[src/rtl/period_capture_if.sv]
// Buffer read / handshake bundle between the period capture stage and the averager.
// The master modport is the capture stage; the slave modport is the averager.
interface period_capture_if #(
  parameter int unsigned WIDTH = 25
);
  logic [1:0]       address_r;
  logic [WIDTH-1:0] data;
  logic             active;
  logic             avg_done;
  logic             result_valid;

  modport master (
    input  address_r,
    input  avg_done,
    output data,
    output active,
    output result_valid
  );

  modport slave (
    output address_r,
    output avg_done,
    input  data,
    input  active,
    input  result_valid
  );
endinterface

[src/rtl/period_capture.sv]
// Frequency meter front end: synchronises sig_in, measures four consecutive rising-edge
// periods in clk cycles and holds them in a 4-entry buffer for the averager.
module period_capture #(
  parameter int unsigned WIDTH = 25
) (
  input  logic             clk,
  input  logic             reset,
  input  logic             sig_in,
  input  logic             start,
  period_capture_if.master bus,
  output logic             busy,
  output logic             overflow
);

  localparam logic [1:0] StIdle    = 2'd0;
  localparam logic [1:0] StArm     = 2'd1;
  localparam logic [1:0] StMeasure = 2'd2;
  localparam logic [1:0] StHold    = 2'd3;

  localparam logic [WIDTH-1:0] CntMax = '1;
  localparam logic [WIDTH-1:0] CntOne = WIDTH'(1);

  logic             s1_q, s2_q, s3_q;
  logic             rise;
  logic [1:0]       state_q, state_d;
  logic [WIDTH-1:0] cnt_q, cnt_d;
  logic [1:0]       wp_q, wp_d;
  logic             overflow_q, overflow_d;
  logic             result_valid_q, result_valid_d;
  logic             wr_en;
  logic             accept;
  logic [WIDTH-1:0] buf_q [4];

  assign rise = s2_q & ~s3_q;

  // A start is only honoured when no capture is running.
  assign accept = start && ((state_q == StIdle) || (state_q == StHold));

  always_comb begin
    state_d        = state_q;
    cnt_d          = cnt_q;
    wp_d           = wp_q;
    overflow_d     = overflow_q;
    result_valid_d = result_valid_q;
    wr_en          = 1'b0;

    case (state_q)
      StIdle: begin
        if (start) state_d = StArm;
      end
      StArm: begin
        if (rise) begin
          cnt_d   = CntOne;
          state_d = StMeasure;
        end
      end
      StMeasure: begin
        // A rise on the saturation cycle still writes; overflow only without a rise.
        if (rise) begin
          wr_en = 1'b1;
          wp_d  = wp_q + 2'd1;
          cnt_d = CntOne;
          if (wp_q == 2'd3) state_d = StHold;
        end else if (cnt_q == CntMax) begin
          overflow_d = 1'b1;
          state_d    = StIdle;
        end else begin
          cnt_d = cnt_q + CntOne;
        end
      end
      default: begin
        if (start) begin
          state_d = StArm;
        end else if (bus.avg_done) begin
          result_valid_d = 1'b1;
        end
      end
    endcase

    if (accept) begin
      overflow_d     = 1'b0;
      result_valid_d = 1'b0;
      wp_d           = 2'd0;
    end
  end

  always_ff @(posedge clk) begin
    if (reset) begin
      s1_q           <= 1'b0;
      s2_q           <= 1'b0;
      s3_q           <= 1'b0;
      state_q        <= StIdle;
      cnt_q          <= '0;
      wp_q           <= 2'd0;
      overflow_q     <= 1'b0;
      result_valid_q <= 1'b0;
    end else begin
      s1_q           <= sig_in;
      s2_q           <= s1_q;
      s3_q           <= s2_q;
      state_q        <= state_d;
      cnt_q          <= cnt_d;
      wp_q           <= wp_d;
      overflow_q     <= overflow_d;
      result_valid_q <= result_valid_d;
    end
  end

  always_ff @(posedge clk) begin
    if (reset) begin
      for (int i = 0; i < 4; i++) buf_q[i] <= '0;
    end else if (wr_en) begin
      buf_q[wp_q] <= cnt_q;
    end
  end

  assign bus.data         = buf_q[bus.address_r];
  assign bus.active       = (state_q == StHold);
  assign bus.result_valid = result_valid_q;
  assign busy             = (state_q == StArm) || (state_q == StMeasure);
  assign overflow         = overflow_q;

endmodule

[src/flat_wrapper.sv]
// flat-port wrapper written by rule: the top's interface ports become plain ports
module period_capture_flat 
#(
  parameter int unsigned WIDTH = 25
)
  (clk, reset, sig_in, start, busy, overflow, bus_address_r, bus_avg_done, bus_data, bus_active, bus_result_valid);
  period_capture_if #(.WIDTH(WIDTH)) bus_i ();
  input  logic clk;
  input  logic reset;
  input  logic sig_in;
  input  logic start;
  output logic busy;
  output logic overflow;
  input wire logic [$bits(bus_i.address_r)-1:0] bus_address_r;
  input wire logic [$bits(bus_i.avg_done)-1:0] bus_avg_done;
  output wire logic [$bits(bus_i.data)-1:0] bus_data;
  output wire logic [$bits(bus_i.active)-1:0] bus_active;
  output wire logic [$bits(bus_i.result_valid)-1:0] bus_result_valid;
  assign bus_i.address_r = bus_address_r;
  assign bus_i.avg_done = bus_avg_done;
  assign bus_data = bus_i.data;
  assign bus_active = bus_i.active;
  assign bus_result_valid = bus_i.result_valid;
  period_capture #(.WIDTH(WIDTH)) u_core (.clk(clk), .reset(reset), .sig_in(sig_in), .start(start), .bus(bus_i), .busy(busy), .overflow(overflow));
endmodule
[config.mk]
export PLATFORM = sky130hd
export DESIGN_NAME = period_capture_flat
export DESIGN_NICKNAME = d
export VERILOG_FILES = /design/src/rtl/period_capture_if.sv /design/src/rtl/period_capture.sv /design/src/flat_wrapper.sv
export SDC_FILE = /design/constraint.sdc
export NUM_CORES = 1
export LEC_CHECK = 0
export CORE_MARGIN = 1
export CORE_UTILIZATION = 45
export CTS_CLUSTER_DIAMETER = 60
export CTS_CLUSTER_SIZE = 16
export DETAILED_ROUTE_END_ITERATION = 7
export HOLD_SLACK_MARGIN = 0.02
export REMOVE_ABC_BUFFERS = 1
export SYNTH_ARGS = -nofsm -noshare
export SYNTH_HDL_FRONTEND = slang
export SYNTH_SLANG_ARGS = --single-unit
export TNS_END_PERCENT = 1
[constraint.sdc]
create_clock -name clk -period 6.4 [get_ports clk]
set_input_delay 0.96 -clock clk [delete_from_list [all_inputs] [get_ports clk]]
set_output_delay 0.96 -clock clk [all_outputs]
set_load 0.005 [all_outputs]
After elaboration in Yosys (flattened, before gate mapping)
Memories as Yosys holds them, arrays and structs flattened.
Index checks and enable logic that the tools add are counted.
{"block": "op_classes", "n_addsub": 2, "n_mul": 0, "n_div": 0, "magnitude_cmp": 0, "eq_ne": 9, "n_shift": 0, "n_mux": 20, "bitwise_logic": 5, "n_reduce_logical": 14}
{"cell": "25-bit 2-to-1 mux", "n": 4}
{"cell": "25-bit case mux with 2 select lines", "n": 1}
{"cell": "25-bit by 1-bit adder with 25-bit output, second input constant", "n": 1}
{"cell": "25-bit == test, second input constant", "n": 1}
{"cell": "25-bit OR reduction", "n": 1}
{"cell": "2-bit 2-to-1 mux", "n": 6}
{"cell": "3-bit AND reduction", "n": 3}
{"cell": "1-bit 2-to-1 mux", "n": 8}
{"cell": "2-bit == test, second input constant", "n": 3}
{"cell": "1-bit NOT", "n": 4}
{"cell": "2-bit case mux with 2 select lines", "n": 1}
{"cell": "4-bit AND reduction", "n": 1}
{"cell": "3-bit by 1-bit != test with 1-bit output, second input constant", "n": 1}
{"cell": "3-bit by 2-bit != test with 1-bit output, second input constant", "n": 1}
{"cell": "3-bit != test, second input constant", "n": 1}
{"cell": "3-bit nonzero test", "n": 1}
{"cell": "3-bit OR reduction", "n": 1}
{"cell": "2-bit by 1-bit adder with 2-bit output, second input constant", "n": 1}
{"cell": "2-bit by 1-bit == test with 1-bit output, second input constant", "n": 1}
{"cell": "2-bit zero test", "n": 1}
{"cell": "1-bit logical OR", "n": 2}
{"cell": "2-bit by 1-bit != test with 1-bit output, second input constant", "n": 1}
{"cell": "2-bit AND reduction", "n": 1}
{"cell": "2-bit nonzero test", "n": 1}
{"cell": "other kinds (3)", "n": 3}
{"block": "totals", "ff_bits": 34, "latch_bits": 0, "ram_bits": 100, "mem_bits_ro": 0, "inputBits": 7, "output_inout_bits": 29, "mem_count": 1}
{"memory": "u_core.buf_q", "depth": 4, "width": 25, "rd": 1, "rd_ports_with_merged_regs": 0, "wr": 4, "line": "period_capture.sv:32", "rtl": "logic [WIDTH-1:0] buf_q [4];"}

Longest topological paths before layout
{"block": "logic_depth", "ltp_word": 9, "mapped_depth": 9}

Worst setup path after synthesis
Ideal clock, no wire load.
{"block": "synth_path", "kind": "input to output", "startpoint": "input port bus_address_r[0]", "endpoint": "output port bus_data[10]", "t_arrival_ns": 2.426, "setup_slack_ns": 3.014, "path_stages": 3, "path_cell_list": "clkbuf_1 -> buf_1 -> mux4_2"}
{"block": "synth_between", "elab_chain_len": 1}
{"item": "start: declaration", "line": "flat_wrapper.sv:14", "rtl": "input wire logic [$bits(bus_i.address_r)-1:0] bus_address_r;"}
{"item": "memory read 4 x 25 bit"}
{"item": "end: declaration", "line": "flat_wrapper.sv:16", "rtl": "output wire logic [$bits(bus_i.data)-1:0] bus_data;"}
No other way between the ends.

Final worst setup path
{"block": "layout_path", "startpoint": "input port bus_address_r[0]", "endpoint": "output port bus_data[24]"}
The elaborated chain is that of the path after synthesis.

==> impl_metrics.tcl <==
set metrics [dict create \
    place_congestion 0.897 \
    fin_ws_ns 2.71 \
    skew_ns 0.00930 \
    synth_ff_type "edfxtp_1" \
    crit_path_top_delay_cell "buf_2" \
    cp-start-kind "input port" \
    ys_async_sr_fraction_pct 0 \
    cts_buffers 17 \
    endpoint_kind "output pin" \
    powerDensity_nw_per_um2 293 \
    postCtsSetupBuffers 0 \
    worst_pin_slew_ns 1.01 \
    synth_seq_cells 134 \
    clk_path_buf_depth 2 \
    slew_headroom_pct 32.4 \
    die_w_um 120 \
    diodes 0 \
    drc 0 \
    grt_max_degree 29 \
    slew_violations 0 \
    multi_input_area_sq_um 2420 \
    worst-setup-path-type "in2out" \
    initial_utilization_pct 46.7 \
    finalSetupTns_ns 0 \
    dr.pass1.iters 5 \
    path_cells "buf_2 > mux4_2 > clkdlybuf4s50_1" \
    grt_overflow 0 \
    grt_pass1_wl_um 22800 \
    die-area_sq_um 14400 \
    antenna_left 0 \
    htreeDepth 4 \
    peakVddDrop_mv 0.144 \
    grt_pass1_vias 4207 \
    cp.arrival_ns 2.73 \
    finalHoldViolCount 0 \
    max_stage_delay_ns 0.67 \
    antenna_found_initial 0 \
    cts_sinks 134 \
    path_max_fanout 25 \
    io_buffers 35 \
    synth_cell_types 52 \
    num_rows 42 \
    vias 4096 \
    synth_edf_count 100 \
    clkLatencyLatePin_ns 0.41 \
    via_per_inst 5.72 \
    cts_resized 0 \
    drv_cap 0 \
    p_leak_nw 2.55 \
    min_path_type "reg2reg" \
    fin_cells 716 \
    min_period_over_period_pct 57.7 \
    io_pins 36 \
    cts_tree "done" \
    crit_required_ns 5.44 \
    fin_nets 540 \
    die_h_um 120 \
    status "finished, final reports clean" \
    cp_num_buf_inv 2 \
    syn_inst 503 \
    wl_um 14100 \
    dpl_worst_slack_ns 2.65 \
    ff_latch_area_sq_um 3680 \
    grt_usage_pct 21.5 \
    avgRoutedWirePerCell_um 19.7 \
    rsz0062_at_grt "false" \
    area_growth_pct 17.6 \
    dpl.cell_count 684 \
    setup_viol 0 \
    crit_family "buffers and inverters" \
    drt_iter0_markers 290 \
    root_buffer "clkbuf_16" \
    max_freq_ghz 0.271 \
    clk_pin_slew_ns 0.06 \
    syn_area_sq_um 6280 \
    ys_seq_area_share_pct 58.6 \
    place_hpwl_um 8710 \
    cts.hold.buffers_added 0 \
    fill_cells 1184 \
    syn_avg_cell_area_sq_um 12.5 \
    core_sq_um 13500 \
    fin_crit_ns 3.69 \
    drive_gt1_share_pct 15.0 \
    ys_warn_count 0 \
    post-route-util_pct 54.9 \
]
==> report_power, final <==
group | switching, W | total, W | leakage, nW | internal, W
logic | 0.000103 | 0.000183 | 0.962 | 0.0000802
clock network | 0.000349 | 0.00100 | 0.302 | 0.000655
registers | 0.0000174 | 0.000979 | 1.29 | 0.000962
==> cell usage after synthesis (2+ instances only) <==
cell | number | area, sq um
or2_2 | 5 | 31.3
nor2_1 | 21 | 78.8
a22o_1 | 2 | 17.5
inv_1 | 12 | 45.0
mux2i_1 | 2 | 20.0
edfxtp_1 | 100 | 3000
and3_1 | 3 | 18.8
nand3b_1 | 2 | 15.0
nor3_1 | 6 | 30.0
buf_2 | 6 | 30.0
a311oi_1 | 2 | 17.5
and2_2 | 4 | 30.0
nand4_1 | 5 | 31.3
nor4_1 | 9 | 56.3
dfxtp_1 | 34 | 681
nand2b_1 | 5 | 31.3
clkbuf_1 | 28 | 105
o31ai_1 | 4 | 30.0
a31oi_1 | 10 | 62.6
and2_1 | 89 | 557
a21o_1 | 3 | 22.5
a41o_1 | 2 | 20.0
o21ai_0 | 17 | 85.1
mux4_2 | 25 | 563
ha_1 | 6 | 75.1
and4_1 | 2 | 17.5
o41ai_1 | 2 | 17.5
buf_1 | 4 | 15.0
or3_1 | 6 | 37.5
o311ai_0 | 4 | 35.0
nor3b_1 | 3 | 22.5
a41oi_1 | 5 | 43.8
a21oi_1 | 23 | 115
nand2_1 | 17 | 63.8
nor2b_1 | 4 | 25.0
nand3_1 | 15 | 75.1
==> registers in the layout, indices dropped and copies added (netlist names) <==
register,cells
u_core.bus.result_valid,1
u_core.cnt_q,25
u_core.wp_q,2
u_core.state_q,2
u_core.overflow,1
u_core.s2_q,1
u_core.s1_q,1
u_core.buf_q,100
u_core.s3_q,1
==> area by class of cell <==
type | count | area share (%)
clock inverters | 7 | 1.59
clock buffers | 25 | 6.70
repair buffers | 44 | 5.59
well taps | 176 | 2.98
inverters | 12 | 0.609
multi-input cells | 318 | 32.7
flip-flops and latches | 134 | 49.8
==> logic make-up (layout without fill, tap and decap cells) <==
| group | count (synthesis) | after routing | share of synthesized area [%] |
|---|---|---|---|
| fa+ha+maj | 6 | 6 | 1.19 |
| xor+xnor | 1 | 1 | 0.139 |
| mux | 27 | 27 | 9.28 |
| flops | 134 | 134 | 58.6 |
| simple gates | 204 | 204 | 19.3 |
| buf+inv | 51 | 88 | 3.19 |
| compound gates | 80 | 80 | 8.24 |
==> worst paths after layout <==
kind	slack (ns)	from	to	cells after the start
max	2.71	bus_address_r[0]	bus_data[24]	3
min	0.43	u_core.s1_q	u_core.s2_q	1
max reg2reg	3.54	u_core.state_q[0]	u_core.buf_q[1][15]	6
min reg2reg	0.43	u_core.s1_q	u_core.s2_q	1
==> stage by stage <==
stage	cell area (sq um)	hold slack (ns)	power (W)
after floorplan	6130	0.414	0.00109
final	7390	0.433	0.00217
after CTS	7390	0.438	0.00218
after global placement	6780	0.419	0.00118
after global routing	7390	0.470	0.00224
after detailed placement	6780	0.424	0.00118
==> layer usage <==
metal / GRT usage (%) / vias up / wire, um
met1: 28.6 / 2036 / 6410
met5: 0 / - / 0
met3: 4.09 / 24 / 601
met4: 10.8 / 0 / 345
met2: 33.4 / 108 / 6770
li1: - / 1928 / -
==> worst reg2reg max path, delay by kind of cell (launching register included) <==
kind	cells	cell delay (ns)
DFF	1	0.34
buffers and inverters	2	0.23
and+or+nand+nor	3	1.56
adders and majority gates	1	0.35
==> placed cells by master (no fill, tap or decap), types with 3 or more instances in the layout <==
cell	n
edfxtp_1	100
nor3_1	5
buf_4	9
ha_1	6
o311ai_0	4
dfxtp_1	34
a31oi_1	10
o21ai_0	17
clkdlybuf4s50_1	34
inv_1	12
nor2_1	20
or2_2	5
nand2b_1	5
nand3_1	15
clkbuf_1	4
a21o_1	3
a21oi_1	23
o31ai_1	4
clkbuf_8	4
nor2b_1	4
or3_1	6
and3_1	3
and2_2	4
nand4_1	5
nor4_1	9
and2_1	89
nand2_1	17
a41oi_1	5
mux4_2	25
clkbuf_16	17
bufinv_16	3
Power figures use the tool's default switching activity.
